**src/rtl/ldpc_cw_assembler_pkg.sv**
```systemverilog
// Shared lengths, chunk counts and FSM state encoding for the LDPC codeword assembler.
package ldpc_pkg;
    localparam int LDPC_WORD_LENGTH = 648;
    localparam int LDPC_INFO_LENGTH = 486;
    localparam int LDPC_PARITY_SIZE = 162;
    localparam int CHUNK_WIDTH      = 27;

    localparam int INFO_CHUNKS = LDPC_INFO_LENGTH / CHUNK_WIDTH;
    localparam int PAR_CHUNKS  = LDPC_PARITY_SIZE / CHUNK_WIDTH;
    localparam int CW_CHUNKS   = INFO_CHUNKS + PAR_CHUNKS;

    typedef enum logic [1:0] {
        COLLECT  = 2'd0,
        WAIT_PAR = 2'd1,
        EMIT     = 2'd2
    } state_t;
endpackage

```
**src/rtl/ldpc_cw_assembler_if.sv**
```systemverilog
// Info/parity input strobes and the chunked codeword output stream of the assembler.
interface ldpc_cw_assembler_if;
    import ldpc_pkg::*;

    logic                        info_valid;
    logic [CHUNK_WIDTH-1:0]      info_data;
    logic                        par_valid;
    logic [LDPC_PARITY_SIZE-1:0] par_data;
    logic                        out_ready;
    logic                        out_valid;
    logic [CHUNK_WIDTH-1:0]      out_data;
    logic                        out_sop;
    logic                        out_last;
    logic                        busy;
    logic                        err;

    modport slave (
        input  info_valid, info_data, par_valid, par_data, out_ready,
        output out_valid, out_data, out_sop, out_last, busy, err
    );

    modport master (
        output info_valid, info_data, par_valid, par_data, out_ready,
        input  out_valid, out_data, out_sop, out_last, busy, err
    );
endinterface

```
**src/rtl/ldpc_cw_assembler_info_buffer.sv**
```systemverilog
// Info chunk store: auto-incrementing write pointer, unreset memory, registered read port.
module ldpc_info_buffer
    import ldpc_pkg::*;
#(
    parameter int DEPTH  = INFO_CHUNKS,
    parameter int WIDTH  = CHUNK_WIDTH,
    parameter int ADDR_W = $clog2(DEPTH)
) (
    input  logic              clk,
    input  logic              rst,
    input  logic              wr_en,
    input  logic              wr_clr,
    input  logic [WIDTH-1:0]  wr_data,
    input  logic [ADDR_W-1:0] rd_addr,
    output logic [ADDR_W-1:0] wr_ptr,
    output logic [WIDTH-1:0]  rd_data
);
    logic [WIDTH-1:0] mem [DEPTH];

    always_ff @(posedge clk) begin
        if (wr_en) mem[wr_ptr] <= wr_data;
        rd_data <= mem[rd_addr];
    end

    always_ff @(posedge clk or negedge rst) begin
        if (!rst)        wr_ptr <= '0;
        else if (wr_clr) wr_ptr <= '0;
        else if (wr_en)  wr_ptr <= wr_ptr + 1'b1;
    end
endmodule

```
**src/rtl/ldpc_cw_assembler.sv**
```systemverilog
// Collects info chunks and one parity word, then streams the codeword as 27-bit chunks.
// Optional LDPC_ASM_STATS_EN adds a saturating cw_count of completed codewords.
//   state    | meaning
//   COLLECT  | accept info chunks into the buffer
//   WAIT_PAR | info complete, waiting for the encoder parity strobe
//   EMIT     | stream info then parity chunks downstream
module ldpc_cw_assembler #(
    parameter int LDPC_WORD_LENGTH = ldpc_pkg::LDPC_WORD_LENGTH,
    parameter int LDPC_INFO_LENGTH = ldpc_pkg::LDPC_INFO_LENGTH,
    parameter int LDPC_PARITY_SIZE = ldpc_pkg::LDPC_PARITY_SIZE,
    parameter int CHUNK_WIDTH      = ldpc_pkg::CHUNK_WIDTH
) (
    input  logic clk,
    input  logic rst,
`ifdef LDPC_ASM_STATS_EN
    output logic [15:0] cw_count,
`endif
    ldpc_cw_assembler_if.slave bus
);
    localparam int INFO_CHUNKS = LDPC_INFO_LENGTH / CHUNK_WIDTH;
    localparam int CW_CHUNKS   = LDPC_WORD_LENGTH / CHUNK_WIDTH;
    localparam int CNT_W       = $clog2(CW_CHUNKS);

    ldpc_pkg::state_t state, state_nxt;

    logic [CNT_W-1:0]            wr_cnt, rd_cnt, rd_addr, par_idx;
    logic [LDPC_PARITY_SIZE-1:0] par_reg;
    logic [CHUNK_WIDTH-1:0]      buf_rd_data;
    logic                        wr_en, par_load, out_fire, cw_done, err_set, err_q;

    ldpc_info_buffer #(
        .DEPTH (INFO_CHUNKS),
        .WIDTH (CHUNK_WIDTH),
        .ADDR_W(CNT_W)
    ) u_info_buffer (
        .clk    (clk),
        .rst    (rst),
        .wr_en  (wr_en),
        .wr_clr (cw_done),
        .wr_data(bus.info_data),
        .rd_addr(rd_addr),
        .wr_ptr (wr_cnt),
        .rd_data(buf_rd_data)
    );

    always_ff @(posedge clk or negedge rst) begin
        if (!rst) state <= ldpc_pkg::COLLECT;
        else      state <= state_nxt;
    end

    // rd_addr pre-fetches the slot that will be on out_data next cycle, so the
    // registered read port adds no bubble between chunks.
    always_comb begin
        state_nxt = state;
        wr_en     = 1'b0;
        par_load  = 1'b0;
        out_fire  = 1'b0;
        cw_done   = 1'b0;
        rd_addr   = rd_cnt;
        err_set   = (bus.info_valid && state != ldpc_pkg::COLLECT)
                 || (bus.par_valid  && state != ldpc_pkg::WAIT_PAR)
                 || (bus.info_valid && bus.par_valid);
        case (state)
            ldpc_pkg::COLLECT: begin
                if (bus.info_valid) begin
                    wr_en = 1'b1;
                    if (wr_cnt == CNT_W'(INFO_CHUNKS - 1)) state_nxt = ldpc_pkg::WAIT_PAR;
                end
            end
            ldpc_pkg::WAIT_PAR: begin
                if (bus.par_valid) begin
                    par_load  = 1'b1;
                    state_nxt = ldpc_pkg::EMIT;
                end
            end
            ldpc_pkg::EMIT: begin
                if (bus.out_ready) begin
                    out_fire = 1'b1;
                    rd_addr  = rd_cnt + 1'b1;
                    if (rd_cnt == CNT_W'(CW_CHUNKS - 1)) begin
                        cw_done   = 1'b1;
                        state_nxt = ldpc_pkg::COLLECT;
                    end
                end
            end
            default: state_nxt = ldpc_pkg::COLLECT;
        endcase
        if (rd_addr >= CNT_W'(INFO_CHUNKS)) rd_addr = '0;
    end

    always_ff @(posedge clk or negedge rst) begin
        if (!rst) begin
            rd_cnt <= '0;
            err_q  <= 1'b0;
        end else begin
            if (cw_done)       rd_cnt <= '0;
            else if (out_fire) rd_cnt <= rd_cnt + 1'b1;
            if (err_set) err_q <= 1'b1;
        end
    end

    always_ff @(posedge clk) begin
        if (par_load) par_reg <= bus.par_data;
    end

    always_comb begin
        par_idx      = rd_cnt - CNT_W'(INFO_CHUNKS);
        bus.out_data = '0;
        if (state == ldpc_pkg::EMIT) begin
            if (rd_cnt < CNT_W'(INFO_CHUNKS)) bus.out_data = buf_rd_data;
            else bus.out_data = par_reg[par_idx*CHUNK_WIDTH +: CHUNK_WIDTH];
        end
    end

    assign bus.out_valid = (state == ldpc_pkg::EMIT);
    assign bus.out_sop   = bus.out_valid && (rd_cnt == '0);
    assign bus.out_last  = bus.out_valid && (rd_cnt == CNT_W'(CW_CHUNKS - 1));
    assign bus.busy      = (state != ldpc_pkg::COLLECT);
    assign bus.err       = err_q;

`ifdef LDPC_ASM_STATS_EN
    always_ff @(posedge clk or negedge rst) begin
        if (!rst) cw_count <= '0;
        else if (cw_done && cw_count != 16'hFFFF) cw_count <= cw_count + 1'b1;
    end
`endif
endmodule
```
**src/flat_wrapper.sv**
```systemverilog
// flat-port wrapper written by rule: the top's interface ports become plain ports
module ldpc_cw_assembler_flat 
#(
    parameter int LDPC_WORD_LENGTH = ldpc_pkg::LDPC_WORD_LENGTH,
    parameter int LDPC_INFO_LENGTH = ldpc_pkg::LDPC_INFO_LENGTH,
    parameter int LDPC_PARITY_SIZE = ldpc_pkg::LDPC_PARITY_SIZE,
    parameter int CHUNK_WIDTH      = ldpc_pkg::CHUNK_WIDTH
)
  (clk, rst, bus_info_valid, bus_info_data, bus_par_valid, bus_par_data, bus_out_ready, bus_out_valid, bus_out_data, bus_out_sop, bus_out_last, bus_busy, bus_err);
  ldpc_cw_assembler_if bus_i ();
  input  logic clk;
  input  logic rst;
  input wire logic [$bits(bus_i.info_valid)-1:0] bus_info_valid;
  input wire logic [$bits(bus_i.info_data)-1:0] bus_info_data;
  input wire logic [$bits(bus_i.par_valid)-1:0] bus_par_valid;
  input wire logic [$bits(bus_i.par_data)-1:0] bus_par_data;
  input wire logic [$bits(bus_i.out_ready)-1:0] bus_out_ready;
  output wire logic [$bits(bus_i.out_valid)-1:0] bus_out_valid;
  output wire logic [$bits(bus_i.out_data)-1:0] bus_out_data;
  output wire logic [$bits(bus_i.out_sop)-1:0] bus_out_sop;
  output wire logic [$bits(bus_i.out_last)-1:0] bus_out_last;
  output wire logic [$bits(bus_i.busy)-1:0] bus_busy;
  output wire logic [$bits(bus_i.err)-1:0] bus_err;
  assign bus_i.info_valid = bus_info_valid;
  assign bus_i.info_data = bus_info_data;
  assign bus_i.par_valid = bus_par_valid;
  assign bus_i.par_data = bus_par_data;
  assign bus_i.out_ready = bus_out_ready;
  assign bus_out_valid = bus_i.out_valid;
  assign bus_out_data = bus_i.out_data;
  assign bus_out_sop = bus_i.out_sop;
  assign bus_out_last = bus_i.out_last;
  assign bus_busy = bus_i.busy;
  assign bus_err = bus_i.err;
  ldpc_cw_assembler #(.LDPC_WORD_LENGTH(LDPC_WORD_LENGTH), .LDPC_INFO_LENGTH(LDPC_INFO_LENGTH), .LDPC_PARITY_SIZE(LDPC_PARITY_SIZE), .CHUNK_WIDTH(CHUNK_WIDTH)) u_core (.clk(clk), .rst(rst), .bus(bus_i));
endmodule
```
**config.mk**
```make
export PLATFORM = sky130hd
export DESIGN_NAME = ldpc_cw_assembler_flat
export DESIGN_NICKNAME = d
export VERILOG_FILES = /design/src/rtl/ldpc_cw_assembler_pkg.sv /design/src/rtl/ldpc_cw_assembler_if.sv /design/src/rtl/ldpc_cw_assembler_info_buffer.sv /design/src/rtl/ldpc_cw_assembler.sv /design/src/flat_wrapper.sv
export SDC_FILE = /design/constraint.sdc
export NUM_CORES = 1
export LEC_CHECK = 0
export CAP_MARGIN = 25
export CORE_MARGIN = 2
export CORE_UTILIZATION = 60
export CTS_BUF_LIST = sky130_fd_sc_hd__clkbuf_2
export DETAILED_ROUTE_END_ITERATION = 12
export GPL_TIMING_DRIVEN = 0
export PLACE_DENSITY = 0.82
export SLEW_MARGIN = 20
export SYNTH_ARGS = -nofsm -noshare
export SYNTH_HDL_FRONTEND = slang
export SYNTH_HIERARCHICAL = 1
export SYNTH_SLANG_ARGS = --single-unit
```
**constraint.sdc**
```tcl
create_clock -name clk -period 5.55 [get_ports clk]
set_input_delay 1.11 -clock clk [delete_from_list [all_inputs] [get_ports clk]]
set_output_delay 1.11 -clock clk [all_outputs]
set_load 0.02 [all_outputs]
```
# Yosys cells after proc, flatten, opt, wreduce, memory -nomap -nowiden
# Memory sizes are Yosys's and may differ from the RTL's. A register that Yosys moved wholly into a read port is not among the register bits.
# Cells that the tools add are included.
# Widths: inputs -> output; s select.
[op_classes] mux=26 add_sub_neg=3 eq_ne=10 n_reduce_logical=13 n_lt_le_gt_ge=2 n_mul=1 shift=1
[op_table] cell="$shiftx 162x11->27" n=1
[op_table] cell="$mux 27" n=2
[op_table] cell="$mux 5" n=7
[op_table] cell="$mux 1" n=11
[op_table] cell="$add 5x1->5 const B" n=2
[op_table] cell="$eq 5x5->1 const B" n=2
[op_table] cell="$mul 5x5->10 const B" n=1
[op_table] cell="$mux 2" n=5
[op_table] cell="$ne 2x2->1 const B" n=4
[op_table] cell="$pmux 2 s3" n=1
[op_table] cell="$reduce_bool 2->1" n=3
[op_table] cell="$ge 5x5->1 const B" n=1
[op_table] cell="$logic_and 1x1->1" n=5
[op_table] cell="$logic_not 5->1" n=1
[op_table] cell="$lt 5x5->1 const B" n=1
[op_table] cell="$reduce_and 5->1" n=1
[op_table] cell="$sub 5x5->5 const B" n=1
[op_table] cell="$ne 2x1->1 const B" n=2
[op_table] cell="$eq 2x1->1 const B" n=1
[op_table] cell="$eq 2x2->1 const B" n=1
[op_table] cell="$logic_not 2->1" n=1
[op_table] cell="$logic_or 1x1->1" n=2
[word_totals] memories=1 output_inout_bits=32 in_bits=194 regBits=175 mem_bits_rw=486 word_cells=62
[memory_table] name="u_core.u_info_buffer.mem" words=18 word_bits=27 rd=1 rd_clocked_by_memory_dff=1 wr=1 line_no="ldpc_cw_assembler_info_buffer.sv:18" source="logic [WIDTH-1:0] mem [DEPTH];"

# Logic depth before layout (Yosys ltp)
[depth] ltp_word=5 mapped_depth=16 ltp_nobuf=9

# Hierarchy
# Netlist, hierarchy kept.
[modules_own_cells] mod="ldpc_info_buffer" area_each_um2=19536.2 seq_area_each_um2=15259.6 cells_per_inst=1061 instances=1
[modules_own_cells] mod="ldpc_cw_assembler" area_each_um2=6941.7 seq_area_each_um2=5064.9 cells_per_inst=414 instances=1

# Worst setup path after synthesis
# No wires, ideal clock.
[synth_timing] path_kind="input to register" from="input port bus_par_valid" to="register u_core.par_reg[0], enable pin" path_buffers=0 path_slack_ps=144 path_stages=1 setup_time_ps=543 arrival_ps=4862 t_required_ps=5007 path_cell_list="and3b_1"
[synth_between] elab_chain_len=2
[synth_lines] item="from (decl)" line_no="flat_wrapper.sv:15" source="input wire logic [$bits(bus_i.par_valid)-1:0] bus_par_valid;"
[synth_lines] item="$mux 1" line_no="ldpc_cw_assembler.sv:71" source="if (bus.par_valid) begin"
[synth_lines] item="$mux 1" line_no="ldpc_cw_assembler.sv:63" source="case (state)"
[synth_lines] item="to (signal assigned)" line_no="ldpc_cw_assembler.sv:103" source="if (par_load) par_reg <= bus.par_data;"
[synth_lines] item="to (decl)" line_no="ldpc_cw_assembler.sv:27" source="logic [LDPC_PARITY_SIZE-1:0] par_reg;"
# Every way passes these cells.
# A chain may end at the register's enable or synchronous reset.

# Worst setup path in the final report
[layout_timing] from="register u_core.rd_cnt[1]" to="output port bus_out_data[0]"
[layout_between] elab_chain_len=5 word_cells_on_any_way=6 cone_classes="1 x add/sub; 1 x mul; 1 x order compare; 1 x shift; 2 x mux"
[layout_lines] item="from (decl)" line_no="ldpc_cw_assembler.sv:26" source="logic [CNT_W-1:0] wr_cnt, rd_cnt, rd_addr, par_idx;"
[layout_lines] item="from (signal assigned)" line_no="ldpc_cw_assembler.sv:97" source="else if (out_fire) rd_cnt <= rd_cnt + 1'b1;"
[layout_lines] item="$sub 5x5->5" line_no="ldpc_cw_assembler.sv:107" source="par_idx = rd_cnt - CNT_W'(INFO_CHUNKS);"
[layout_lines] item="$mul 5x5->10" line_no="ldpc_cw_assembler.sv:111" source="else bus.out_data = par_reg[par_idx*CHUNK_WIDTH +: CHUNK_WIDTH];"
[layout_lines] item="$shiftx 162x11->27" line_no="ldpc_cw_assembler.sv:111"
[layout_lines] item="$mux 27 *" line_no="ldpc_cw_assembler.sv:110" source="if (rd_cnt < CNT_W'(INFO_CHUNKS)) bus.out_data = buf_rd_data;"
[layout_lines] item="$mux 27 *" line_no="ldpc_cw_assembler.sv:109" source="if (state == ldpc_pkg::EMIT) begin"
[layout_lines] item="to (decl)" line_no="flat_wrapper.sv:19" source="output wire logic [$bits(bus_i.out_data)-1:0] bus_out_data;"
# Every way passes the cells marked *; elsewhere a longest branch is shown, timed or not.

==> qor.txt <==
Outcome - complete, no violations
Yosys top cell by area - edfxtp_1
Top post-synthesis cells by area - edfxtp_1 (73%), mux2i_1 (7.2%), mux4_2 (4.7%)
Core Area - 43360 um2
Slew HR - 33.00%
Die width - 214.1 um
Net Count, Synth - 1677
Maximum fanout along the worst path - 10
Pwr Density - 490.6 nW/um2
Synth top area share - 73.49%
WP buf/inv - 5
Congestion Overflow GR - 0
Final Wtd Congestion - 0.8730
# DRC - 0
Slew Limit Fails - 0
Longest Clk Path Bufs - 3
HPWL after DPL - 43410 um
Routed Antenna Nets - 0
Clk sinks - 688
Count of warnings emitted by yosys - 6
Setup crit end kind - output pin
RSZ-0062 raised after global routing - false
Core Util, Final - 72.94%
Max incr delay on CP - 660 ps
Hold-fix buffer count after cts - 0
Fin. Hold Viols - 0
Tcrit/Tclk final - 95.85%
CTS tree - done
Routed WL per cell - 24.97 um
Top FF cell, synth - edfxtp_1
1st-pass router iterations - 5
Initial DRC Count - 1748
Min-delay worst type - primary input to asynchronous set/reset pin
Yosys cell types - 46
Max Cap Violations - 0
Fmax - 188.0 MHz
Wirelength, routed - 64890 um
Final std cells w/o fill - 2598
Top delay family on crit path - buffers and inverters
Critical Path Slowest Stage Cell - clkdlybuf4s50_1
Post-synthesis sequential area ratio - 76.76%
Initial core utilization - 61.06%
Worst Path Arrival - 4210 ps
Crit Path Class - flop to output pin
Avg Cell Area, Syn - 17.95 um2
Critical path cell sequence - clkbuf_4, clkbuf_4, inv_1, ha_1, o21bai_1, o21ai_0, nand3_2, buf_4, o21ai_0, clkdlybuf4s50_1
First-pass GRT wire length - 95900 um
Post-synth EDFFs - 648
Ys async rst share - 1.890%
Post-synth top cells - edfxtp_1 (648), mux2i_1 (190), nand2_1 (112)
Max FFs per register - 486
Clock transition at the registers of the reported paths - 100 ps
Most numerous cell in the Yosys netlist - edfxtp_1
Vias in the first global route - 16158
Post-Syn Instances - 1475
Layout area overhead - 19.45%
Placed Cells - 2306
Share of layout cells above drive strength 1 - 21.72%
Vias per cell - 6.042
Pin count of the biggest net entering global routing - 51
Num CTS Buffers - 162
H-tree depth - 4
Worst setup SP type - flop
Min Tclk post-route - 5319 ps
Synthesized area - 26480 um2
Yosys reg bits - 688
Gr usage total - 28.50%
Required @ worst endpoint - 4440 ps
Pleak - 10.98 nW
Die Span Y - 214.1 um
Worst Clk Skew - 70.33 ps
Clk root buf - clkbuf_2
Worst slew pin tran - 999.6 ps
Finish-stage setup viols - 0
Worst skew pair latency - 1300 ps
Vias - 15698
# nets final - 2088
VDD IR max - 0.0003060 V
Initial antenna violation count - 3
IO buf count - 225
Row Count - 76
Die ar. - 45830 um2
# IOs - 226
Total of fill cells in the finished design - 2604
## power by group
part	switching (mW)	leakage, nW	internal (mW)
registers	0.148	6.20	5.94
logic	3.82	3.64	2.46
clock network	1.91	1.14	1.24
## per-layer routing
metal  wire length, um  global-route usage (%)  part of all wire [%]
met5                 0                       0                     0
met4              1948                   12.31                   3.0
met3              6851                   8.184                    11
met2             32250                   47.06                    50
met1             23830                   35.58                    37
## worst reg2reg max path: cells and delay by family (launching register included)
| kind | cells | cell delay [ps] |
|---|---|---|
| AO/OA/AOI/OAI | 2 | 450 |
| adder cells (fa/ha/maj) | 1 | 300 |
| buffers and inverters | 7 | 2030 |
| flip-flops | 1 | 400 |
| multiplexers | 1 | 220 |
| AND/OR/NAND/NOR | 4 | 660 |
## cell families (layout without fill, tap and decap cells)
group | after synthesis | count (layout) | synth area share, %
other cells | 0 | 1 | 0
compound gates | 147 | 147 | 3.246
xor+xnor | 7 | 7 | 0.2316
fa+ha+maj | 8 | 8 | 0.3781
buf+inv | 87 | 624 | 1.725
simple gates | 265 | 265 | 4.607
mux | 273 | 273 | 13.05
flops | 688 | 688 | 76.76
## final timing paths
path / startpoint / endpoint / slack, ps / cells past startpoint
max: u_core/rd_cnt[1] / bus_out_data[0] / 230 / 10
min: rst / u_core/u_info_buffer/wr_ptr[4] / 230 / 1
max reg2reg: u_core/rd_cnt[0] / u_core/u_info_buffer/rd_data[5] / 1310 / 15
min reg2reg: u_core/bus.err / u_core/bus.err / 490 / 1
max in group asynchronous: rst / u_core/rd_cnt[1] / 4900 / 1
min in group clk: bus_par_data[84] / u_core/par_reg[84] / 370 / 1
## timing repair
item	4_1_cts	5_1_grt
endpoints found under the setup margin	27	9
gates resized for setup	31	6
setup buffers	0	1
pin swaps	0	1
## stage by stage
step                      TNS, ps  hold slack [ps]  worst slack [ps]  area [um2]  power [mW]
after CTS                       0            94.50             8.540       31610       15.50
after floorplan                 0            500.6             144.5       26480       10.13
final                           0            232.3             230.5       31630       15.52
after detailed placement        0            470.6             499.7       30160       12.39
after global routing            0            187.7             11.46       31630       16.18
after global placement    -268740            453.7             -1677       29460       12.11
## layout make-up
cell class | instances | area (um2) | share of cell area, %
Clock inverter | 39 | 183.9 | 0.5815
Antenna cell | 1 | 2.502 | 0.007912
Buffer | 76 | 441.7 | 1.396
Sequential cell | 688 | 20330 | 64.27
Multi-Input combinational cell | 700 | 5836 | 18.45
Tap cell | 585 | 732.0 | 2.314
Timing Repair Buffer | 247 | 2809 | 8.881
Inverter | 11 | 41.29 | 0.1305
Clock buffer | 251 | 1256 | 3.972
## cells in the final DEF, fill, tap and decap left out, types with 22 or more instances in the layout
cell	instances
edfxtp_1	648
clkbuf_2	253
clkdlybuf4s50_1	206
mux2i_1	190
nand2_1	112
a21oi_1	56
mux4_2	55
nor2_1	44
nand3_1	32
buf_2	29
nand4_1	29
a22oi_1	28
o22ai_1	27
dfxtp_1	27
clkinv_1	25
o21ai_0	24
clkbuf_1	22
(Power assumes the default switching activity.)
